--- src/rtl/chip8_display_engine.sv ---
// rtl/chip8_display_engine.sv - CHIP-8 64x32 framebuffer with sprite-row XOR draw, clear and scan-out read
//
// Purpose:
//   Services draw requests from chip8_cpu by XORing one 8-pixel sprite row
//   into a 64x32 monochrome framebuffer (wrapping both horizontally and
//   vertically), reports collisions, runs the 32-cycle clear sequence and
//   provides a registered pixel read port for video scan-out.
//
// Ports:
//   clk            - system clock
//   reset          - asynchronous, active-high reset
//   draw           - 1-cycle request to XOR one sprite row
//   x, y           - sprite origin column / row
//   sprite_data    - row bits, bit7 is the leftmost pixel at column x
//   draw_row_index - sprite row offset, target row = y + index (mod 32)
//   clear          - 1-cycle request to blank the framebuffer
//   scan_x, scan_y - video read address
//   pixel          - registered framebuffer[scan_y][scan_x]
//   collision      - 1-cycle pulse: the last draw turned a lit pixel off
//   busy           - high whenever the engine is not idle
//   overrun        - 1-cycle pulse: a draw or clear request was dropped

module chip8_display_engine (
  input  logic       clk,
  input  logic       reset,
  input  logic       draw,
  input  logic [5:0] x,
  input  logic [4:0] y,
  input  logic [7:0] sprite_data,
  input  logic [3:0] draw_row_index,
  input  logic       clear,
  input  logic [5:0] scan_x,
  input  logic [4:0] scan_y,
  output logic       pixel,
  output logic       collision,
  output logic       busy,
  output logic       overrun
);

  typedef enum logic [1:0] {
    S_IDLE  = 2'd0,
    S_READ  = 2'd1,
    S_WRITE = 2'd2,
    S_CLEAR = 2'd3
  } state_t;

  state_t      state;
  logic [5:0]  lat_x;
  logic [4:0]  lat_y;
  logic [7:0]  lat_data;
  logic [3:0]  lat_idx;
  logic [4:0]  row_q;
  logic [63:0] old_q;
  logic [63:0] mask_q;
  logic [4:0]  clr_row;

  // Framebuffer storage: bit c of a row is column c. Not reset; CLEAR wipes it.
  logic [63:0] fb_row [32];

  logic [4:0]   row_c;
  logic [63:0]  base_c;
  logic [127:0] dbl_c;
  logic [63:0]  mask_c;

  // Target row wraps within the 32 rows.
  assign row_c = lat_y + {1'b0, lat_idx};

  // Sprite mask: bit-reverse the data so base bit k holds the pixel for
  // column x+k, then rotate left by x. Rotation is done by shifting a doubled
  // copy and taking the upper half, which gives the horizontal wrap for free.
  always_comb begin
    base_c = '0;
    for (int k = 0; k < 8; k++) begin
      base_c[k] = lat_data[7-k];
    end
    dbl_c  = {base_c, base_c} << lat_x;
    mask_c = dbl_c[127:64];
  end

  // Single write port: WRITE applies the XORed row, CLEAR zeroes one row.
  always_ff @(posedge clk) begin
    if (state == S_WRITE) begin
      fb_row[row_q] <= old_q ^ mask_q;
    end else if (state == S_CLEAR) begin
      fb_row[clr_row] <= '0;
    end
  end

  always_ff @(posedge clk or posedge reset) begin
    if (reset) begin
      state     <= S_CLEAR;
      clr_row   <= '0;
      collision <= 1'b0;
      overrun   <= 1'b0;
      pixel     <= 1'b0;
      busy      <= 1'b1;
      lat_x     <= '0;
      lat_y     <= '0;
      lat_data  <= '0;
      lat_idx   <= '0;
      row_q     <= '0;
      old_q     <= '0;
      mask_q    <= '0;
    end else begin
      // Scan-out read sees pre-write data for a row written this cycle.
      pixel     <= fb_row[scan_y][scan_x];
      collision <= 1'b0;
      overrun   <= 1'b0;

      case (state)
        S_IDLE: begin
          if (clear) begin
            // Clear has priority; a simultaneous draw is dropped.
            overrun <= draw;
            clr_row <= '0;
            state   <= S_CLEAR;
            busy    <= 1'b1;
          end else if (draw) begin
            lat_x    <= x;
            lat_y    <= y;
            lat_data <= sprite_data;
            lat_idx  <= draw_row_index;
            state    <= S_READ;
            busy     <= 1'b1;
          end else begin
            busy <= 1'b0;
          end
        end

        S_READ: begin
          overrun <= draw | clear;
          row_q   <= row_c;
          old_q   <= fb_row[row_c];
          mask_q  <= mask_c;
          state   <= S_WRITE;
          busy    <= 1'b1;
        end

        S_WRITE: begin
          overrun   <= draw | clear;
          collision <= |(old_q & mask_q);
          state     <= S_IDLE;
          busy      <= 1'b0;
        end

        S_CLEAR: begin
          overrun <= draw | clear;
          clr_row <= clr_row + 5'd1;
          if (clr_row == 5'd31) begin
            state <= S_IDLE;
            busy  <= 1'b0;
          end else begin
            busy <= 1'b1;
          end
        end

        default: begin
          state <= S_IDLE;
          busy  <= 1'b0;
        end
      endcase
    end
  end

endmodule

--- config.mk ---
export PLATFORM = sky130hd
export DESIGN_NAME = chip8_display_engine
export DESIGN_NICKNAME = d
export VERILOG_FILES = /design/src/rtl/chip8_display_engine.sv
export SDC_FILE = /design/constraint.sdc
export NUM_CORES = 2
export LEC_CHECK = 0
export CAP_MARGIN = 30
export CORE_ASPECT_RATIO = 1.1
export CORE_UTILIZATION = 25
export CTS_CLUSTER_SIZE = 8
export DETAILED_ROUTE_END_ITERATION = 8
export GPL_ROUTABILITY_DRIVEN = 0
export PLACE_DENSITY = 0.5
export SYNTH_ARGS = -nofsm -noshare
export SYNTH_HDL_FRONTEND = slang
export SYNTH_SLANG_ARGS = --single-unit
--- constraint.sdc ---
create_clock -name clk -period 5.4 [get_ports clk]
set_clock_uncertainty 0.05 [all_clocks]
set_input_delay 0.81 -clock clk [delete_from_list [all_inputs] [get_ports clk]]
set_output_delay 0.81 -clock clk [all_outputs]
set_load 0.01 [all_outputs]
==> impl_metrics.json <==
{
  "synthCells": 5319,
  "postCtsResizedCells": 0,
  "synth_top_area_share": 0.594,
  "setup_viol": 0,
  "ctsHoldBuffers": 0,
  "drive_gt1_frac": 0.304,
  "cts_tree": "yes",
  "async_flop_share": 0.0754,
  "ys.flop_type": "edfxtp_1",
  "root_buffer": "clkbuf_16",
  "ant_nets": 0,
  "grt_max_degree": 108,
  "ys.warnings.count": 0,
  "hpwlAfterDp_mm": 230,
  "dieHeight_um": 677,
  "routedWlPerCell_um": 34.8,
  "viasPerCell": 5.47,
  "drv_slew": 0,
  "p_leak_nw": 39.5,
  "clk_path_buf_depth": 4,
  "end_kind": "flip-flop",
  "grt_usage": 0.183,
  "drtIter0Drc": 7716,
  "min_period_over_period": 0.874,
  "nNetsFinal": 5699,
  "grt_pass1_vias": 62100,
  "synth_common_cells": "2048 x edfxtp_1, 977 x mux4_2, 407 x mux2i_1, 220 x clkbuf_1, 181 x nand2_1",
  "grt_pass1_wl_mm": 533,
  "cts_inserted_buffers": 317,
  "avgSynthCellArea_sq_um": 19.4,
  "htree_levels": 5,
  "peakVddDrop_mv": 0.890,
  "cap_violations": 0,
  "synth_area_sq_mm": 0.103,
  "start_kind": "input port",
  "cp_max_fo": 13,
  "cts_setup_buffers": 0,
  "min_period_ns": 4.72,
  "max_freq_mhz": 212,
  "grt_antenna_before_repair": 23,
  "drt_wl_total_mm": 391,
  "power_density_mw_per_mm2": 707,
  "criticalPathCategory": "in2reg",
  "status": "finished, final reports clean",
  "dr.pass1.iters": 5,
  "ys_types": 79,
  "die_x_um": 615,
  "yosys-top-cells-area": "edfxtp_1 59%, mux4_2 21%, dfrtp_1 4.0%",
  "die-area_sq_mm": 0.416,
  "cts.sink_count": 2215,
  "ys_seq_elements": 2215,
  "num_rows": 247,
  "syn-num-nets": 5428,
  "hold_viol_final": 0,
  "gr-total-overflow": 0,
  "syn2layout_area_growth_pct": 17.9,
  "clkLatencyLatePin_ns": 0.92,
  "dp.cells": 10700,
  "yosys.area.top_type": "edfxtp_1",
  "synth_most_common_cell": "edfxtp_1",
  "worstPathArrival_ns": 5.51,
  "start_util": 0.251,
  "seq_area_frac_synth": 0.635,
  "coreArea_sq_mm": 0.412,
  "worst_slew_pin_slew_ns": 1.07,
  "vias": 61500,
  "slew_headroom": 0.287,
  "clk_pin_slew_ns": 0.05,
  "hp-class": "in2async",
  "reg2reg_depth": 8,
  "whs_ns": 0.350,
  "portBuffers": 41,
  "synth-edff-count": 2048,
  "rsz0062_at_grt": "no",
  "layout.cells.non_filler": 11200,
  "drt_drc_violations_left": 0,
  "critPathRequiredTime_ns": 6.19,
  "top_level_ports": 42
}
-- logic make-up after synthesis --
family,Yosys count,share of synthesized area
XOR/XNOR,4,0.000339
AO/OA/AOI/OAI,571,0.0384
flip-flops,2215,0.635
adder cells (fa/ha/maj),71,0.00866
AND/OR/NAND/NOR,578,0.0275
multiplexers,1461,0.267
buffers and inverters,419,0.0236
-- final cells by class --
type / count / area [sq um]
fillers: 40100 / 290000
flip-flops and latches: 2215 / 65700
multi-input cells: 2685 / 35700
clock buffers: 453 / 8630
well taps: 5478 / 6850
repair buffers: 361 / 4700
clock inverters: 20 / 339
inverters: 10 / 50.0
diodes: 13 / 32.5
-- worst max-delay path, stage by stage --
cell	delay [ns]
clkdlybuf4s50_1	1.05
nor2_1	0.32
nand3_1	0.77
nor3_1	0.20
nor4_1	0.83
nand4_1	0.35
nor4_1	0.71
nand4_1	0.26
nand4_1	0.17
-- power breakdown --
part	internal, mW	leakage, nW	total, mW	switching, mW
clock	11.1	4.32	18.6	7.49
sequential	25.1	20.9	26.4	1.29
combinational	17.6	14.3	41.3	23.7
-- sequential cells by signal, indices dropped and copies added (netlist names) --
signal / cells
collision: 1
pixel: 1
lat_x: 6
old_q: 64
lat_data: 8
state: 2
lat_y: 5
row_q: 5
clr_row: 5
busy: 1
mask_q: 64
lat_idx: 4
fb_row: 2048
overrun: 1
-- path summary, 6_finish.rpt --
kind / start / to / slack (ns)
setup reg to reg: lat_y[0] / old_q[59] / 1.15
max in group asynchronous: reset / old_q[47] / 3.85
min in group clk: row_q[2] / row_q[2] / 0.43
hold / removal: reset / lat_y[1] / 0.35
setup / recovery: scan_x[2] / pixel / 0.68
hold reg to reg: row_q[2] / row_q[2] / 0.43
-- through the flow --
| stage | setup slack, ns | TNS, ns | utilization | total power, mW | instance area (sq um) |
|---|---|---|---|---|---|
| final | 0.681 | 0 | 0.296 | 86.2 | 122000 |
| after global routing | 0.812 | 0 | 0.296 | 89.0 | 122000 |
| after CTS | 0.846 | 0 | 0.294 | 85.6 | 121000 |
| after detailed placement | -0.130 | -0.130 | 0.273 | 67.0 | 112000 |
| after global placement | -0.155 | -0.155 | 0.272 | 66.3 | 112000 |
| after floorplan | 0.0266 | 0 | - | 50.5 | 103000 |
-- routing by layer --
layer	vias up	share of wire	GRT usage	wire [um]
met2	3322	0.47	0.291	182000
met1	34000	0.40	0.243	158000
li1	23500	-	-	-
met5	-	0.00025	0	97
met3	710	0.085	0.0388	33200
met4	14	0.043	0.0708	16900
-- cell usage in the layout, fill, tap and decap left out, types with 36 or more instances in the layout --
| cell type | netlist | layout |
|---|---|---|
| mux2i_1 | 407 | 407 |
| o21ai_0 | 126 | 126 |
| clkbuf_1 | 220 | 126 |
| o221ai_1 | 134 | 134 |
| nor2_1 | 113 | 79 |
| ha_1 | 70 | 69 |
| buf_12 | 11 | 97 |
| clkdlybuf4s50_1 | 0 | 36 |
| nand2_1 | 181 | 180 |
| mux4_1 | 42 | 42 |
| mux4_2 | 977 | 977 |
| dfrtp_1 | 164 | 164 |
| clkbuf_16 | 0 | 331 |
| a22o_1 | 46 | 46 |
| edfxtp_1 | 2048 | 2048 |
| and2_1 | 68 | 68 |
| o22ai_1 | 95 | 95 |
| buf_4 | 17 | 181 |
| a21oi_1 | 64 | 64 |
| nor3_1 | 52 | 51 |
(Power assumes the default switching activity.)
